$ cat src/rtl/btn_debounce2.sv
// Two-channel button conditioner: a 2-flop synchronizer per raw input feeding an
// independent debounce FSM with a stability counter. Each channel produces a
// registered debounced level and a one-cycle rising-edge tick.

module btn_debounce2_chan #(
  parameter int DB_CYCLES = 1_000_000,
  parameter int CNT_W     = 20
) (
  input  logic clk,
  input  logic reset,
  input  logic raw,
  output logic level,
  output logic tick
);

  // LOW/HIGH are settled levels; WAIT1/WAIT0 qualify a candidate new level.
  typedef enum logic [1:0] {
    ST_LOW   = 2'b00,
    ST_WAIT1 = 2'b01,
    ST_HIGH  = 2'b10,
    ST_WAIT0 = 2'b11
  } state_t;

  localparam logic [CNT_W-1:0] CNT_MAX = CNT_W'(DB_CYCLES - 1);

  logic             s1;
  logic             s2;
  state_t           state;
  state_t           state_next;
  logic [CNT_W-1:0] cnt;
  logic [CNT_W-1:0] cnt_next;
  logic             level_next;
  logic             tick_next;

  // Two-flop synchronizer; only s2 is seen by the FSM.
  always_ff @(posedge clk or posedge reset) begin
    if (reset) begin
      s1 <= 1'b0;
      s2 <= 1'b0;
    end else begin
      s1 <= raw;
      s2 <= s1;
    end
  end

  // State, counter and registered outputs.
  always_ff @(posedge clk or posedge reset) begin
    if (reset) begin
      state <= ST_LOW;
      cnt   <= '0;
      level <= 1'b0;
      tick  <= 1'b0;
    end else begin
      state <= state_next;
      cnt   <= cnt_next;
      level <= level_next;
      tick  <= tick_next;
    end
  end

  // Next-state and counter update; any bounce while waiting drops back.
  always_comb begin
    state_next = state;
    cnt_next   = cnt;
    case (state)
      ST_LOW: begin
        if (s2) begin
          state_next = ST_WAIT1;
          cnt_next   = '0;
        end
      end
      ST_WAIT1: begin
        if (!s2) begin
          state_next = ST_LOW;
        end else if (cnt == CNT_MAX) begin
          state_next = ST_HIGH;
        end else begin
          cnt_next = cnt + CNT_W'(1);
        end
      end
      ST_HIGH: begin
        if (!s2) begin
          state_next = ST_WAIT0;
          cnt_next   = '0;
        end
      end
      ST_WAIT0: begin
        if (s2) begin
          state_next = ST_HIGH;
        end else if (cnt == CNT_MAX) begin
          state_next = ST_LOW;
        end else begin
          cnt_next = cnt + CNT_W'(1);
        end
      end
      default: begin
        state_next = ST_LOW;
        cnt_next   = '0;
      end
    endcase
  end

  // Output decode from the next state so the registered level changes on the
  // same edge as the state; the tick marks only the accepted press.
  always_comb begin
    level_next = (state_next == ST_HIGH) || (state_next == ST_WAIT0);
    tick_next  = (state == ST_WAIT1) && (state_next == ST_HIGH);
  end

endmodule

module btn_debounce2 #(
  parameter int DB_CYCLES = 1_000_000,
  parameter int CNT_W     = 20
) (
  input  logic clk,
  input  logic reset,
  input  logic btn_a_raw,
  input  logic btn_b_raw,
  output logic a,
  output logic b,
  output logic a_tick,
  output logic b_tick
);

  btn_debounce2_chan #(
    .DB_CYCLES (DB_CYCLES),
    .CNT_W     (CNT_W)
  ) u_chan_a (
    .clk   (clk),
    .reset (reset),
    .raw   (btn_a_raw),
    .level (a),
    .tick  (a_tick)
  );

  btn_debounce2_chan #(
    .DB_CYCLES (DB_CYCLES),
    .CNT_W     (CNT_W)
  ) u_chan_b (
    .clk   (clk),
    .reset (reset),
    .raw   (btn_b_raw),
    .level (b),
    .tick  (b_tick)
  );

endmodule

$ cat config.mk
export PLATFORM = sky130hd
export DESIGN_NAME = btn_debounce2
export DESIGN_NICKNAME = d
export VERILOG_FILES = /design/src/rtl/btn_debounce2.sv
export SDC_FILE = /design/constraint.sdc
export NUM_CORES = 1
export LEC_CHECK = 0
export BUFFER_PORTS_ARGS = -buffer_cell sky130_fd_sc_hd__buf_2
export CAP_MARGIN = 20
export CORE_UTILIZATION = 60
export DETAILED_ROUTE_END_ITERATION = 12
export PLACE_DENSITY = 0.89
export RECOVER_POWER = 25
export SKIP_LAST_GASP = 1
export SLEW_MARGIN = 20
export SYNTH_ARGS = -nofsm -noshare
export SYNTH_HDL_FRONTEND = slang
export SYNTH_SLANG_ARGS = --single-unit
$ cat constraint.sdc
create_clock -name clk -period 2.7 [get_ports clk]
set_clock_uncertainty 0.1 [all_clocks]
set_input_delay 0.405 -clock clk [delete_from_list [all_inputs] [get_ports clk]]
set_output_delay 0.405 -clock clk [all_outputs]
set_load 0.01 [all_outputs]
==> flow_results.org <==
** Global routing
- Global routing consumed, over all layers together, 26.0% of the routing resources.
- Leftover overflow at the end of global routing :: 0
- Number of antenna violations at the first check in global routing :: 0
- Pin count of the biggest net entering global routing :: 29
- Global-route wire length before repair :: 10100 µm
- The number of global-route vias before repair was 2105.

** Logic synthesis
- Async SR Flop Fraction :: 100%
- Syn Nets :: 291
- Number of distinct standard cells referenced by the synthesized netlist :: 52
- During synthesis, Yosys emitted a total of 0 warnings.
- Primary flip-flop cell chosen by synthesis mapping :: sky130_fd_sc_hd__dfrtp_1
- Cell area after technology mapping :: 0.00279 mm²
- Number of enable-type register cells in the synthesized netlist :: 0
- After synthesis the netlist holds a flip-flop and latch count of 52.
- Number of instances in the synthesized netlist :: 285
- Post-synthesis area per instance :: 9.78 µm²
- Sequential element share of the synthesized area :: 46.7%

** CTS
- TritonCTS built the clock tree.
- Clock transition at the registers of the reported paths :: 0.09 ns
- Buffer type at the clock tree root :: sky130_fd_sc_hd__clkbuf_8
- Buffers added to address setup during post-CTS repair amount to 0.
- Quantity of gates resized following cts :: 0
- Clock tree synthesis found a total of 52 sinks.
- Buffers inserted during clock tree synthesis total 5.
- Max Root-Sink Buffers :: 2
- Clock latency on the worst-skew pair :: 0.30 ns
- In this run, post-CTS hold repair placed 0 buffers.
- H-tree level count :: 2

** Route
- The first detailed-routing pass ran for 5 iterations.
- Number of antenna-violating nets in the routed design :: 0
- Wire length per cell :: 16.7 µm
- Overall routed net length :: 5770 µm
- For this block, the via count after detailed routing is 2315.
- Dividing the detail-routed via count by the number of cells gives 6.71.
- DRT iter0 DRCs :: 224
- For this run, design rule violations remaining after detail routing come to 0.

** Cells and area
- For this run, the post-layout net count is 298.
- Most common library cell in the layout ignoring fill and taps :: sky130_fd_sc_hd__dfrtp_1
- In the final layout, the share of cells above drive strength 1 is 13.0%.
- The library cells used most frequently in the layout, excluding fill and tap cells, are sky130_fd_sc_hd__dfrtp_1, sky130_fd_sc_hd__o21ai_0, sky130_fd_sc_hd__nand2_1, sky130_fd_sc_hd__nand3_1, sky130_fd_sc_hd__nand4_1.
- Total inserted antenna cells :: 0
- From synthesis to final layout, the design area changed by 5.07%.
- Measured on the finished design, the core utilization comes to 66.3%.

** Worst setup path
- Cell-by-cell trace of the critical path :: ha_1, nand3_2, or3_1, o21ai_2, buf_4, a21oi_1, mux2i_1
- Largest fanout on the critical path :: 11
- Buffer and inverter count on the worst path :: 1
- Arrival time reported for the critical path endpoint :: 2.43 ns
- Endpoint kind of the worst setup timing path :: register
- Dominant delay contributor by cell family on the critical path :: simple AND/OR/NAND/NOR gates
- STA classifies the critical path startpoint as a register.
- The worst setup path is of the register to register kind.
- On the worst path, the slowest cell contributes a delay of 0.49 ns.
- The largest individual stage delay along the critical path comes from the cell sky130_fd_sc_hd__or3_1.
- Critical path required time :: 2.82 ns

** Die
- The die covers 0.00492 mm².
- The floorplan has 24 rows.
- Width of the die :: 70.1 µm
- DIE HEIGHT :: 70.1 µm
- Standard cell core area :: 0.00441 mm²
- Starting density of the core :: 63.1%
- I/O Pins :: 8

** Power
- Pleak :: 1.27 nW
- For this design the ratio of total power to cell area is 484 mW/mm².
- Peak ir drop on the vdd network :: 563 µV

** STA
- After layout, the minimum clock period comes to 2.31 ns.
- Transition at the pin with the smallest max-transition slack :: 1.00 ns
- Setup violations remaining at the end of the flow were counted as 0.
- In the final timing run, aggregate negative setup slack is 0 ns.
- Final clock period utilization by the worst path :: 85.4%
- RSZ-0062 raised after global routing :: no
- The final-report max-slew violation count is 0.
- Relative slew slack :: 33.0%
- Hold timing on the final database bottoms out at a slack of 0.104 ns.
- Number of hold-slack violations in the final timing report :: 0
- Max Freq :: 434 MHz

** Place
- Detailed placement ended at an HPWL of 3980 µm.
- Port buffering added 7 buffers.
- Gpl congestion :: 0.901

** Worst hold path
- The worst hold path belongs to the class primary input to register.

** Outcome
- Run status :: complete, no violations

** Flow run
- Across the run, the number of max-cap violations was 0.
==> synth_stat cells, types with 3 or more instances <==
library cell,count,area (µm²)
sky130_fd_sc_hd__nand4_1,11,68.8
sky130_fd_sc_hd__a21o_1,4,30.0
sky130_fd_sc_hd__a22o_1,6,52.6
sky130_fd_sc_hd__and4_1,4,35.0
sky130_fd_sc_hd__o21a_1,4,30.0
sky130_fd_sc_hd__nand2_1,30,113
sky130_fd_sc_hd__nor2_1,10,37.5
sky130_fd_sc_hd__or4_1,3,22.5
sky130_fd_sc_hd__buf_2,3,15.0
sky130_fd_sc_hd__o21ai_0,33,165
sky130_fd_sc_hd__a31oi_1,4,25.0
sky130_fd_sc_hd__a21oi_1,9,45.0
sky130_fd_sc_hd__or3_2,3,22.5
sky130_fd_sc_hd__dfrtp_1,52,1300
sky130_fd_sc_hd__mux2_2,4,45.0
sky130_fd_sc_hd__nand3_1,17,85.1
sky130_fd_sc_hd__buf_6,5,56.3
sky130_fd_sc_hd__o31ai_1,8,60.1
sky130_fd_sc_hd__and3_1,5,31.3
sky130_fd_sc_hd__inv_1,9,33.8
sky130_fd_sc_hd__or3_1,4,25.0
sky130_fd_sc_hd__mux2i_1,5,50.1
sky130_fd_sc_hd__nor3_1,4,20.0
sky130_fd_sc_hd__o41ai_1,6,52.6
sky130_fd_sc_hd__nor4b_1,4,35.0
sky130_fd_sc_hd__nand2b_1,3,18.8
==> flip-flops by register name (all words and copies together) (netlist names) <==
name,cells
u_chan_a.tick,1
u_chan_a.s1,1
u_chan_b.level,1
u_chan_b.tick,1
u_chan_a.cnt,20
u_chan_b.s2,1
u_chan_a.state,2
u_chan_b.s1,1
u_chan_b.state,2
u_chan_a.s2,1
u_chan_a.level,1
u_chan_b.cnt,20
==> routing by layer <==
layer  track usage (%)  part of all wire, %
met2              38.8                   47
met3              4.33                  5.5
met4              7.78                  1.6
met5                 0                    0
met1              39.3                   46
==> kinds of logic (layout without fill, tap and decap cells) <==
family / Yosys count / after routing / share of synthesized area, %
multiplexers: 9 / 9 / 3.41
AND/OR/NAND/NOR: 112 / 112 / 22.7
flip-flops: 52 / 52 / 46.7
XOR/XNOR: 4 / 4 / 1.53
AO/OA/AOI/OAI: 83 / 83 / 19.8
buffers and inverters: 23 / 31 / 4.94
adder cells (fa/ha/maj): 2 / 2 / 0.898
==> power by group <==
| group | total, mW | internal, mW | switching [mW] | leakage (nW) |
|---|---|---|---|---|
| Sequential | 0.846 | 0.806 | 0.0400 | 0.707 |
| Clock | 0.452 | 0.205 | 0.247 | 0.0510 |
| Combinational | 0.119 | 0.0481 | 0.0711 | 0.507 |
| Total | 1.42 | 1.06 | 0.358 | 1.27 |
==> final timing paths <==
| path | to | slack, ns | cells after the start | from |
|---|---|---|---|---|
| worst min-delay path | u_chan_b.s1$_DFF_PP0_ | 0.10 | 1 | btn_b_raw |
| worst min register to register | u_chan_b.s2$_DFF_PP0_ | 0.27 | 0 | u_chan_b.s1$_DFF_PP0_ |
| max in group asynchronous | u_chan_b.cnt[8]$_DFFE_PP0P_ | 1.51 | 3 | reset |
| min in group asynchronous | u_chan_b.cnt[6]$_DFFE_PP0P_ | 0.23 | 2 | reset |
| worst max-delay path | u_chan_b.cnt[13]$_DFFE_PP0P_ | 0.39 | 7 | u_chan_b.cnt[0]$_DFFE_PP0P_ |
| worst max register to register | u_chan_b.cnt[13]$_DFFE_PP0P_ | 0.39 | 7 | u_chan_b.cnt[0]$_DFFE_PP0P_ |
==> stage by stage <==
stage	std cells	setup WS, ns	cell area (µm²)	total power, mW
2_1_floorplan	285	0.672	2790	0.944
3_3_place_gp	337	0.523	2840	0.971
3_5_place_dp	337	0.461	2840	0.977
4_1_cts	345	0.437	2930	1.42
5_1_grt	345	0.229	2930	1.47
6_report	345	0.395	2930	1.42
==> cell type report <==
| cell class | count | area [µm²] |
|---|---|---|
| clock inverters | 2 | 10.0 |
| well taps | 52 | 65.1 |
| multi-input cells | 210 | 1350 |
| clock buffers | 6 | 82.6 |
| inverters | 9 | 33.8 |
| flip-flops and latches | 52 | 1300 |
| fillers | 325 | 1490 |
| repair buffers | 14 | 87.6 |
Note: power is estimated with default switching activity, not from simulation.
